$ cat config.mk
export PLATFORM = sky130hd
export DESIGN_NAME = control_sequencer
export DESIGN_NICKNAME = d
export VERILOG_FILES = /design/src/rtl/cpu_ctrl_pkg.sv /design/src/rtl/branch_cond.sv /design/src/rtl/control_sequencer.sv
export SDC_FILE = /design/constraint.sdc
export NUM_CORES = 1
export LEC_CHECK = 0
export BUFFER_PORTS_ARGS = -buffer_cell sky130_fd_sc_hd__buf_2
export CAP_MARGIN = 20
export CORE_AREA = 2 2 77 79
export CTS_CLUSTER_SIZE = 20
export DETAILED_ROUTE_END_ITERATION = 8
export DIE_AREA = 0 0 79 81
export HOLD_SLACK_MARGIN = 0.15
export PLACE_DENSITY_LB_ADDON = 0.1
export SYNTH_ARGS = -nofsm -noshare
export SYNTH_HDL_FRONTEND = slang
export SYNTH_HIERARCHICAL = 1
export SYNTH_SLANG_ARGS = --single-unit
$ cat constraint.sdc
create_clock -name clk -period 4.63 [get_ports clk]
set_input_delay 0.463 -clock clk [delete_from_list [all_inputs] [get_ports clk]]
set_output_delay 0.463 -clock clk [all_outputs]
set_load 0.1 [all_outputs]
$ cat src/rtl/cpu_ctrl_pkg.sv
// Shared types for the RV32 control sequencer: datapath enable bundle, sequencer
// states, major-opcode codes, trap causes and memory access sizes.
package cpu_ctrl_pkg;

    typedef struct packed {
        logic       pc_oe;
        logic       pc_we;
        logic       pc_inc;
        logic       pc_oe2;
        logic       ir_we;
        logic       mar_we;
        logic       mar_oe;
        logic       rs1_en;
        logic       rs2_en;
        logic       rd_we;
        logic       mem_rw;
        logic       se_en;
        logic       se_oe;
        logic       imm_ena;
        logic       imm_enb;
        logic       imm_enc;
        logic       f3_ov;
        logic [3:0] f3_val;
        logic       mdb_en;
        logic       alu_oe;
        logic [1:0] mem_size;
    } ctrl_t;

    localparam int CTRL_W = $bits(ctrl_t);

    typedef enum logic [2:0] {
        ST_FETCH,
        ST_EXEC1,
        ST_EXEC2,
        ST_HALT,
        ST_TRAP
    } state_t;

    // Decoded instruction class, one per distinct sequencing behaviour.
    typedef enum logic [3:0] {
        IC_ALU, IC_ALUI, IC_LUI, IC_AUIPC, IC_JAL0, IC_JAL, IC_JALR,
        IC_BRANCH, IC_LOAD, IC_STORE, IC_HALT, IC_ILL
    } iclass_t;

    localparam logic [4:0] OP_LOAD   = 5'b00000;
    localparam logic [4:0] OP_STORE  = 5'b01000;
    localparam logic [4:0] OP_ALU    = 5'b01100;
    localparam logic [4:0] OP_ALUI   = 5'b00100;
    localparam logic [4:0] OP_LUI    = 5'b01101;
    localparam logic [4:0] OP_AUIPC  = 5'b00101;
    localparam logic [4:0] OP_JAL    = 5'b11011;
    localparam logic [4:0] OP_JALR   = 5'b11001;
    localparam logic [4:0] OP_BRANCH = 5'b11000;

    localparam logic [1:0] CAUSE_ILLEGAL = 2'd0;
    localparam logic [1:0] CAUSE_TIMEOUT = 2'd1;

    localparam logic [1:0] MS_BYTE = 2'd1;
    localparam logic [1:0] MS_HALF = 2'd2;
    localparam logic [1:0] MS_WORD = 2'd3;

    localparam logic [3:0] F3_ADD = 4'b0000;
    localparam logic [3:0] F3_CMP = 4'b1000;

endpackage

$ cat src/rtl/branch_cond.sv
// Branch condition evaluation from funct3 and the ALU compare flags.
module branch_cond (
    input  logic [2:0] funct3,
    input  logic       carry,
    input  logic       zero,
    input  logic       lt,
    output logic       taken,
    output logic       illegal
);

    always_comb begin
        taken   = 1'b0;
        illegal = 1'b0;
        case (funct3)
            3'b000:  taken = zero;
            3'b001:  taken = ~zero;
            3'b100:  taken = lt;
            3'b101:  taken = ~lt;
            3'b110:  taken = carry;
            3'b111:  taken = ~carry;
            default: illegal = 1'b1;
        endcase
    end

endmodule

$ cat src/rtl/control_sequencer.sv
// Self-timed microcode sequencer: FETCH/EXEC1/EXEC2 stepping with memory wait
// states, illegal-opcode and memory-timeout traps, resumable halt, retire counter.
module control_sequencer
    import cpu_ctrl_pkg::*;
#(
    parameter int MEM_TIMEOUT = 16,
    parameter int INSTRET_W   = 32,
    parameter int TRAP_EN     = 1
) (
    input  logic                 clk,
    input  logic                 rst,
    input  logic [6:0]           opcode,
    input  logic [2:0]           funct3,
    input  logic [4:0]           rd,
    input  logic                 carry,
    input  logic                 zero,
    input  logic                 lt,
    input  logic                 mem_ready,
    input  logic                 resume,
    input  logic                 trap_ack,
    output logic [CTRL_W-1:0]    ctrl,
    output logic                 mem_req,
    output logic [1:0]           step,
    output logic                 branch_taken,
    output logic                 halted,
    output logic                 trap_valid,
    output logic [1:0]           trap_cause,
    output logic [INSTRET_W-1:0] instret
);

    localparam int WAIT_W = (MEM_TIMEOUT > 1) ? $clog2(MEM_TIMEOUT) : 1;
    localparam logic [WAIT_W-1:0] WAIT_LAST = WAIT_W'(MEM_TIMEOUT > 0 ? MEM_TIMEOUT - 1 : 0);

    ctrl_t                c;
    state_t               state_q, state_d;
    logic [WAIT_W-1:0]    wait_q, wait_d;
    logic [INSTRET_W-1:0] instret_q, instret_d;
    logic [1:0]           cause_q, cause_d;
    logic                 mreq, retire, timeout, btaken;
    logic                 br_taken, br_illegal;
    iclass_t              ic;

    function automatic iclass_t decode(input logic [6:0] op, input logic [2:0] f3,
                                       input logic [4:0] rd_i, input logic br_ill);
        if (op == 7'd0 && f3 == 3'd0 && rd_i == 5'd0) return IC_HALT;
        if (op[1:0] != 2'b11) return IC_ILL;
        case (op[6:2])
            OP_ALU:    return IC_ALU;
            OP_ALUI:   return IC_ALUI;
            OP_LUI:    return IC_LUI;
            OP_AUIPC:  return IC_AUIPC;
            OP_JAL:    return (rd_i == 5'd0) ? IC_JAL0 : IC_JAL;
            OP_JALR:   return (f3 == 3'd0) ? IC_JALR : IC_ILL;
            OP_BRANCH: return br_ill ? IC_ILL : IC_BRANCH;
            OP_LOAD:   return (f3 == 3'b011 || f3[2:1] == 2'b11) ? IC_ILL : IC_LOAD;
            OP_STORE:  return (f3[2] || f3[1:0] == 2'b11) ? IC_ILL : IC_STORE;
            default:   return IC_ILL;
        endcase
    endfunction

    branch_cond u_branch_cond (
        .funct3  (funct3),
        .carry   (carry),
        .zero    (zero),
        .lt      (lt),
        .taken   (br_taken),
        .illegal (br_illegal)
    );

    assign ic = decode(opcode, funct3, rd, br_illegal);

    always_comb begin
        c       = '0;
        state_d = state_q;
        cause_d = cause_q;
        mreq    = 1'b0;
        retire  = 1'b0;
        btaken  = 1'b0;
        case (state_q)
            ST_FETCH: begin
                mreq       = 1'b1;
                c.pc_oe2   = 1'b1;
                c.mem_size = MS_WORD;
                if (mem_ready) begin
                    c.ir_we  = 1'b1;
                    c.pc_inc = 1'b1;
                    state_d  = ST_EXEC1;
                end
            end
            ST_EXEC1: begin
                state_d = ST_FETCH;
                retire  = 1'b1;
                case (ic)
                    IC_ALU:   begin c.rs1_en = 1'b1; c.rs2_en = 1'b1; c.alu_oe = 1'b1; c.rd_we = 1'b1; end
                    IC_ALUI:  begin c.rs1_en = 1'b1; c.imm_ena = 1'b1; c.alu_oe = 1'b1; c.rd_we = 1'b1; end
                    IC_LUI:   begin c.imm_enc = 1'b1; c.rd_we = 1'b1; end
                    IC_AUIPC: begin c.pc_oe = 1'b1; c.imm_enc = 1'b1; c.alu_oe = 1'b1; c.rd_we = 1'b1; end
                    IC_JAL0:  begin c.pc_oe = 1'b1; c.imm_enb = 1'b1; c.alu_oe = 1'b1; c.pc_we = 1'b1; end
                    IC_JAL:   begin
                        c.pc_oe2 = 1'b1; c.rd_we = 1'b1;
                        retire = 1'b0; state_d = ST_EXEC2;
                    end
                    IC_JALR:  begin
                        // Target parks in MAR so the link write can use the PC port next step.
                        c.rs1_en = 1'b1; c.imm_ena = 1'b1; c.alu_oe = 1'b1; c.mar_we = 1'b1;
                        retire = 1'b0; state_d = ST_EXEC2;
                    end
                    IC_BRANCH: begin
                        c.rs1_en = 1'b1; c.rs2_en = 1'b1; c.f3_ov = 1'b1; c.f3_val = F3_CMP;
                        btaken = br_taken;
                        if (br_taken) begin retire = 1'b0; state_d = ST_EXEC2; end
                    end
                    IC_LOAD, IC_STORE: begin
                        c.rs1_en = 1'b1; c.imm_enb = 1'b1; c.f3_ov = 1'b1; c.f3_val = F3_ADD;
                        c.alu_oe = 1'b1; c.mar_we = 1'b1;
                        retire = 1'b0; state_d = ST_EXEC2;
                    end
                    IC_HALT: begin retire = 1'b0; state_d = ST_HALT; end
                    IC_ILL: begin
                        if (TRAP_EN != 0) begin
                            retire = 1'b0; state_d = ST_TRAP; cause_d = CAUSE_ILLEGAL;
                        end
                    end
                    default: ;
                endcase
            end
            ST_EXEC2: begin
                case (ic)
                    IC_LOAD, IC_STORE: begin
                        mreq       = 1'b1;
                        c.mar_oe   = 1'b1;
                        c.mdb_en   = 1'b1;
                        c.mem_size = funct3[1:0] + 2'd1;
                        if (ic == IC_STORE) begin
                            c.mem_rw = 1'b1; c.rs2_en = 1'b1;
                        end else begin
                            c.se_en = ~funct3[2]; c.se_oe = 1'b1; c.rd_we = mem_ready;
                        end
                        if (mem_ready) begin retire = 1'b1; state_d = ST_FETCH; end
                    end
                    IC_JALR: begin
                        c.mar_oe = 1'b1; c.pc_we = 1'b1; c.pc_oe2 = 1'b1; c.rd_we = 1'b1;
                        retire = 1'b1; state_d = ST_FETCH;
                    end
                    default: begin
                        c.pc_oe = 1'b1; c.imm_enb = 1'b1; c.f3_ov = 1'b1; c.f3_val = F3_ADD;
                        c.alu_oe = 1'b1; c.pc_we = 1'b1;
                        retire = 1'b1; state_d = ST_FETCH;
                    end
                endcase
            end
            ST_HALT: if (resume)   state_d = ST_FETCH;
            ST_TRAP: if (trap_ack) state_d = ST_FETCH;
            default: state_d = ST_FETCH;
        endcase

        // A ready in the final wait cycle completes the access rather than trapping.
        timeout = (MEM_TIMEOUT != 0) && mreq && !mem_ready && (wait_q == WAIT_LAST);
        if (timeout) begin
            state_d = ST_TRAP;
            cause_d = CAUSE_TIMEOUT;
        end
        wait_d    = (mreq && !mem_ready && !timeout) ? wait_q + WAIT_W'(1) : '0;
        instret_d = instret_q + INSTRET_W'(retire);
    end

    always_ff @(posedge clk) begin
        if (rst) begin
            state_q   <= ST_FETCH;
            wait_q    <= '0;
            instret_q <= '0;
            cause_q   <= CAUSE_ILLEGAL;
        end else begin
            state_q   <= state_d;
            wait_q    <= wait_d;
            instret_q <= instret_d;
            cause_q   <= cause_d;
        end
    end

    assign ctrl         = rst ? {CTRL_W{1'b0}} : c;
    assign mem_req      = mreq & ~rst;
    assign branch_taken = btaken & ~rst;
    assign step         = (state_q == ST_EXEC1) ? 2'd1 : (state_q == ST_EXEC2) ? 2'd2 : 2'd0;
    assign halted       = (state_q == ST_HALT);
    assign trap_valid   = (state_q == ST_TRAP);
    assign trap_cause   = cause_q;
    assign instret      = instret_q;

endmodule

# After elaboration in Yosys (flattened, before gate mapping)
# Index checks and enable logic that the tools add are counted.
# Widths: inputs -> output; s select.
# word_totals
register_bits,40
inputBits,23
out_inout_bits,65
elab_cells,168
# classes
n_addsub,3
n_eq_ne,41
muxes,76
bitwise,8
n_reduce_logical,35
# op_table
op,n
$mux 1,37
$pmux 4 s9,1
$add 32x1->32,1
$mux 25,1
$mux 3,8
$mux 4,6
$eq 4x4->1 const B,5
$pmux 5 s2,2
$reduce_or 6->1,3
$eq 4x3->1 const B,4
$eq 3x3->1 const B,5
$eq 5x4->1 const B,3
$eq 5x5->1 const B,3
$pmux 3 s5,1
$mux 2,7
$reduce_or 2->1,7
$pmux 1 s2,6
$pmux 2 s2,3
$pmux 3 s4,1
$eq 5x3->1 const B,2
$logic_not 5->1,2
$eq 3x2->1 const B,3
$eq 4x2->1 const B,2
$ne 2x2->1 const B,4
26 further kinds,46

# Depth between registers and ports, before layout
# logic_depth
ltp_word,17
ltp_mapped,17
ltp_nobuf,16

# Cells and area by module
# The synthesis kept the hierarchy.
# by_module_without_submodules
mod,n_inst,cells_each,area_per_inst_um2
control_sequencer,1,335,2711.4
branch_cond,1,6,46.3

# Worst setup path after synthesis
# Ideal clock, no wire load.
# synth_path
path_type,register -> output
start,register state_q[1]
end,output branch_taken
arrival_ns,4.796
required_time_ns,4.167
setup_slack_ns,-0.629
path_stages_with_launch,8
path_buffers,1
path_cell_list,dfxtp_1 -> clkbuf_1 -> nor2_1 -> nand2_1 -> inv_1 -> nand2b_1 -> nor3_1 -> and2_1
# synth_via
elab_chain_len,3
# synth_rtl
element,line,text
"start, declared",control_sequencer.sv:35,"state_t state_q, state_d;"
"start signal, assigned",control_sequencer.sv:174,state_q <= state_d;
$eq 3x1->1,control_sequencer.sv:79,case (state_q)
$mux 1,control_sequencer.sv:79,
$and 1x1->1,control_sequencer.sv:183,assign branch_taken = btaken & ~rst;
"end, declared",control_sequencer.sv:24,"output logic branch_taken,"
# No other way between the ends.

# Worst setup path after layout
# layout_path
start,input opcode[4]
end,register instret_q[30] (netlist: instret[30])
# layout_via
elab_chain_len,10
word_cells_on_any_way,29
# layout_rtl
element,line,text
"start, declared",control_sequencer.sv:12,"input logic [6:0] opcode,"
branches (longest 4 deep; another with $pmux 4 s9),-,
$mux 4 *,control_sequencer.sv:46,if (op[1:0] != 2'b11) return IC_ILL;
"$eq 4x4->1, or another cell as far along","control_sequencer.sv:93, control_sequencer.sv:128",
$reduce_or 6->1 (no source line) / $reduce_or 2->1 (equally long branches),-,
$pmux 1 s2 / $mux 1 (equally long branches),"control_sequencer.sv:93, control_sequencer.sv:128",
$pmux 1 s2 *,control_sequencer.sv:79,
$add 32x1->32 *,control_sequencer.sv:164,instret_d = instret_q + INSTRET_W'(retire);
"end signal, assigned",control_sequencer.sv:176,instret_q <= instret_d;
"end, declared",control_sequencer.sv:37,"logic [INSTRET_W-1:0] instret_q, instret_d;"
# Mark *: on every way between the ends.
# A chain may end at the register's enable or synchronous reset.

==> metrics.log <==
[metrics] required time reported for the critical path endpoint: roughly 4800 ps
[metrics] post-cts resize count: 0
[metrics] post-synthesis mux area share: under 10%
[metrics] total wire length after detailed routing: between 6 and 7 mm
[metrics] worst r2r src: state_q[1]$_SDFFE_PP0P_
[metrics] full die area: 6400 um2
[metrics] combined global-route utilization of all metal layers: a little over a fifth
[metrics] maximum capacitance violations: 0
[metrics] post-synthesis cell count: 341
[metrics] top cells by area, synth: sky130_fd_sc_hd__dfxtp_1 (29%), sky130_fd_sc_hd__nor2_1 (7.2%), sky130_fd_sc_hd__xnor2_1 (6.7%)
[metrics] First DRT Iteration DRCs: approximately 130
[metrics] Antenna Diode Count: 0
[metrics] maximum number of pins on one net before global-route repair: 47
[metrics] Placement Rows: 28
[metrics] critical path arrival: slightly below 4000 ps
[metrics] leak pwr: between 1 and 1.5 nW
[metrics] kind of start point of the critical path: input pin
[metrics] Max stage delay cell, worst path: sky130_fd_sc_hd__o32ai_4
[metrics] number of buffers on the longest clock path: 2
[metrics] Worst slew margin: a little over two fifths
[metrics] synthesized-area fraction occupied by adder cells: around 2.3%
[metrics] DR vias/cell: between 5 and 6
[metrics] endpoint of the worst setup timing path: instret[30]$_SDFF_PP0_
[metrics] setup slack, reg-to-reg: 1450 ps
[metrics] prevailing post-synth register cell: sky130_fd_sc_hd__dfxtp_1
[metrics] standard cell area after detailed placement: approximately 3200 um2
[metrics] Congestion Overflow GR: 0
[metrics] Top Family by Delay on Critical Path: simple AND/OR/NAND/NOR gates
[metrics] critical path endpoint category: flip-flop
[metrics] kind of critical path: in -> reg
[metrics] VDD IR-drop max: between 0.1 and 0.15 mV
[metrics] number of cell instances on the worst register-to-register path: 13
[metrics] class of the tightest hold or removal check: reg -> reg
[metrics] end of the worst register-to-register path: instret[30]$_SDFF_PP0_
[metrics] number of logic stages on the critical path including buffering: 15
[metrics] total via count after detailed routing: approximately 2,700
[metrics] biggest fanout along the worst timing path: 11
[metrics] design area: between 3000 and 4000 um2
[metrics] total clock buffers created by CTS: 5
[metrics] most common cell in the synthesized netlist: sky130_fd_sc_hd__nor2_1
[metrics] minimum clock period: approximately 3800 ps
[metrics] post-CTS setup-driven buffer insertion count: 0
[metrics] Synth Warn #: 6
[metrics] count of state elements after synthesis: 40
[metrics] status: complete, no violations
[metrics] half-perimeter wire length after placement: between 5 and 6 mm
[metrics] Final Hold Violating Endpoints: 0
[metrics] vias in the first global route: 2,405
[metrics] per-instance average area after synthesis: between 8 and 9 um2
[metrics] max incr delay on CP: about 400 ps
[metrics] Placeable Area: ~5700 um2
[metrics] placer's final routability congestion estimate: 0.920
[metrics] I/O Buffers: between 80 and 90
[metrics] Compound-Gate Fraction of Synth Area: approximately 17%
[metrics] Worst-path clk slew: 70 ps
[metrics] achievable clock frequency: between 0.2 and 0.3 GHz
[metrics] CTS tree: built
[metrics] # H-tree levels: 2
[metrics] post-synthesis xor/xnor area fraction: 9.53%
[metrics] number of enable flip-flop cells after synthesis: 0
[metrics] Chip Width: a little under 80 um
[metrics] Initial Utilization: between 40% and 50%
[metrics] main combinational cell family by area after synthesis: simple AND/OR/NAND/NOR gates
[metrics] Crit. Startpoint: opcode[4]
[metrics] pins over their slew limit: 0
[metrics] Routed wire per std cell: 13.9 um
[metrics] actual transition at the worst max-transition pin: around 840 ps
[metrics] number of filler instances in the final layout: about 560
[metrics] Area growth syn-to-layout: 19.4%
[metrics] number of top-level design ports: between 80 and 90
[metrics] total number of nets in the final design: ~450
[metrics] ranking of synthesized cells by instance count: sky130_fd_sc_hd__nor2_1 (53), sky130_fd_sc_hd__dfxtp_1 (40), sky130_fd_sc_hd__nand2_1 (22)
[metrics] share of the yosys chip area belonging to registers: just under 30%
[metrics] most frequent CP cell: sky130_fd_sc_hd__ha_1
[metrics] total standard cell area after synthesis: 2760 um2
[metrics] total iterations of the first detailed-routing run: 4
[metrics] layout cells sized above 1: 29.1%
[metrics] DRC: 0
[metrics] cell chosen for the clock root: sky130_fd_sc_hd__clkbuf_8
[metrics] remaining antenna violation count: 0
[metrics] CTS hold repair buffers: 0
[metrics] Synth async-reset ratio: 0%
[metrics] vertical die dimension: around 81 um
[metrics] library cell with the largest summed area after synthesis: sky130_fd_sc_hd__dfxtp_1
[metrics] RSZ-0062 raised after global routing: false
[metrics] Final period util: between 80% and 90%
[metrics] number of buffer and inverter instances along the worst setup path: 2
[metrics] Clock Sink Count: 40
[metrics] antenna violations before repair: 0
[metrics] Clock Latency Late Sink: between 200 and 300 ps
[metrics] critical path, cell by cell: buf_2, nand3b_2, o32ai_4, nand2b_1, or2_2, nor3_1, o32a_1, ha_1, ha_1, nand3_1, nor4_2, buf_4, nand4_1, or3_1, a21oi_1
[metrics] total power divided by cell area: between 200 and 250 nW/um2
[metrics] Setup violations, final: 0
[metrics] clk_skew: 8.26 ps
[metrics] Cell variety after synth: 63
[metrics] total negative slack for setup checks: 0 ps
[metrics] wire length of the first global-routing pass: approximately 11 mm
[metrics] basic-gate share of the synthesized area counting and, or, nand and nor cells: around a third
[metrics] area fraction of the dominant cell type after synthesis: 29.0%
[flip-flops by register name, indices dropped and copies added (netlist names)]
name and cells:
wait_q 4, instret 32, trap_cause 1, state_q 3
[cells in the final DEF, fill, tap and decap left out, types with 5 or more instances in the layout]
master,netlist,routed
sky130_fd_sc_hd__buf_2,2,83
sky130_fd_sc_hd__nor2_1,53,53
sky130_fd_sc_hd__dfxtp_1,40,40
sky130_fd_sc_hd__nand2_1,22,22
sky130_fd_sc_hd__xnor2_1,21,21
sky130_fd_sc_hd__nor3_1,16,15
sky130_fd_sc_hd__nand3_1,15,15
sky130_fd_sc_hd__inv_1,14,14
sky130_fd_sc_hd__a21oi_1,14,14
sky130_fd_sc_hd__o21ai_0,10,10
sky130_fd_sc_hd__and3_1,9,9
sky130_fd_sc_hd__nand4_1,9,9
sky130_fd_sc_hd__xor2_1,9,9
sky130_fd_sc_hd__or3_1,8,8
sky130_fd_sc_hd__nor2b_1,7,7
sky130_fd_sc_hd__nand2b_1,5,5
sky130_fd_sc_hd__a21o_1,5,5
sky130_fd_sc_hd__ha_1,5,5
sky130_fd_sc_hd__clkbuf_8,0,5
[power breakdown]
part	switching [mW]	total [mW]	leakage [nW]	internal, mW
Sequential	0.00574	0.353	0.323	0.347
Clock	0.122	0.224	0.0400	0.102
Combinational	0.150	0.196	1.07	0.0458
Total	0.278	0.773	1.43	0.495
[how the worst min path moves through the flow]
stage | startpoint | endpoint | cells after the start
2_1_floorplan | wait_q[0]$_SDFF_PP0_ | wait_q[0]$_SDFF_PP0_ | 1
3_3_place_gp | wait_q[0]$_SDFF_PP0_ | wait_q[0]$_SDFF_PP0_ | 1
3_5_place_dp | wait_q[0]$_SDFF_PP0_ | wait_q[0]$_SDFF_PP0_ | 1
4_1_cts | wait_q[0]$_SDFF_PP0_ | wait_q[0]$_SDFF_PP0_ | 1
5_1_grt | wait_q[0]$_SDFF_PP0_ | wait_q[0]$_SDFF_PP0_ | 1
6_report | wait_q[0]$_SDFF_PP0_ | wait_q[0]$_SDFF_PP0_ | 1
[final cells by class]
type | instances | area (um2) | share of cell area (%)
Multi-Input combinational cell | 272 | 1830 | 55.5
Sequential cell | 40 | 801 | 24.3
Timing Repair Buffer | 86 | 438 | 13.3
Tap cell | 75 | 93.8 | 2.85
Clock buffer | 5 | 68.8 | 2.09
Inverter | 14 | 52.6 | 1.60
Clock inverter | 2 | 12.5 | 0.380
[metrics by stage]
step	util (%)	hold WS (ps)	instances	power [mW]	worst slack (ps)
after CTS	58.0	447	494	0.779	870
after global routing	58.0	479	494	0.812	510
after global placement	56.6	435	487	0.556	697
after detailed placement	56.6	436	487	0.556	567
final	58.0	450	494	0.773	867
after floorplan	-	417	344	0.524	268
[layer usage]
metal,vias to the layer above,share of wire (%),GRT usage [%]
li1,1352,-,-
met1,1252,49,31.1
met2,78,45,34.4
met3,2,5.6,4.22
met4,0,0.087,3.10
met5,-,0,0
[cells by family after synthesis]
| group | Yosys count |
|---|---|
| mux | 3 |
| flops | 40 |
| other cells | 1 |
| buf+inv | 32 |
| compound gates | 59 |
| simple gates | 171 |
| fa+ha+maj | 5 |
| xor+xnor | 30 |
No activity file was read; power rests on OpenSTA's default activity.
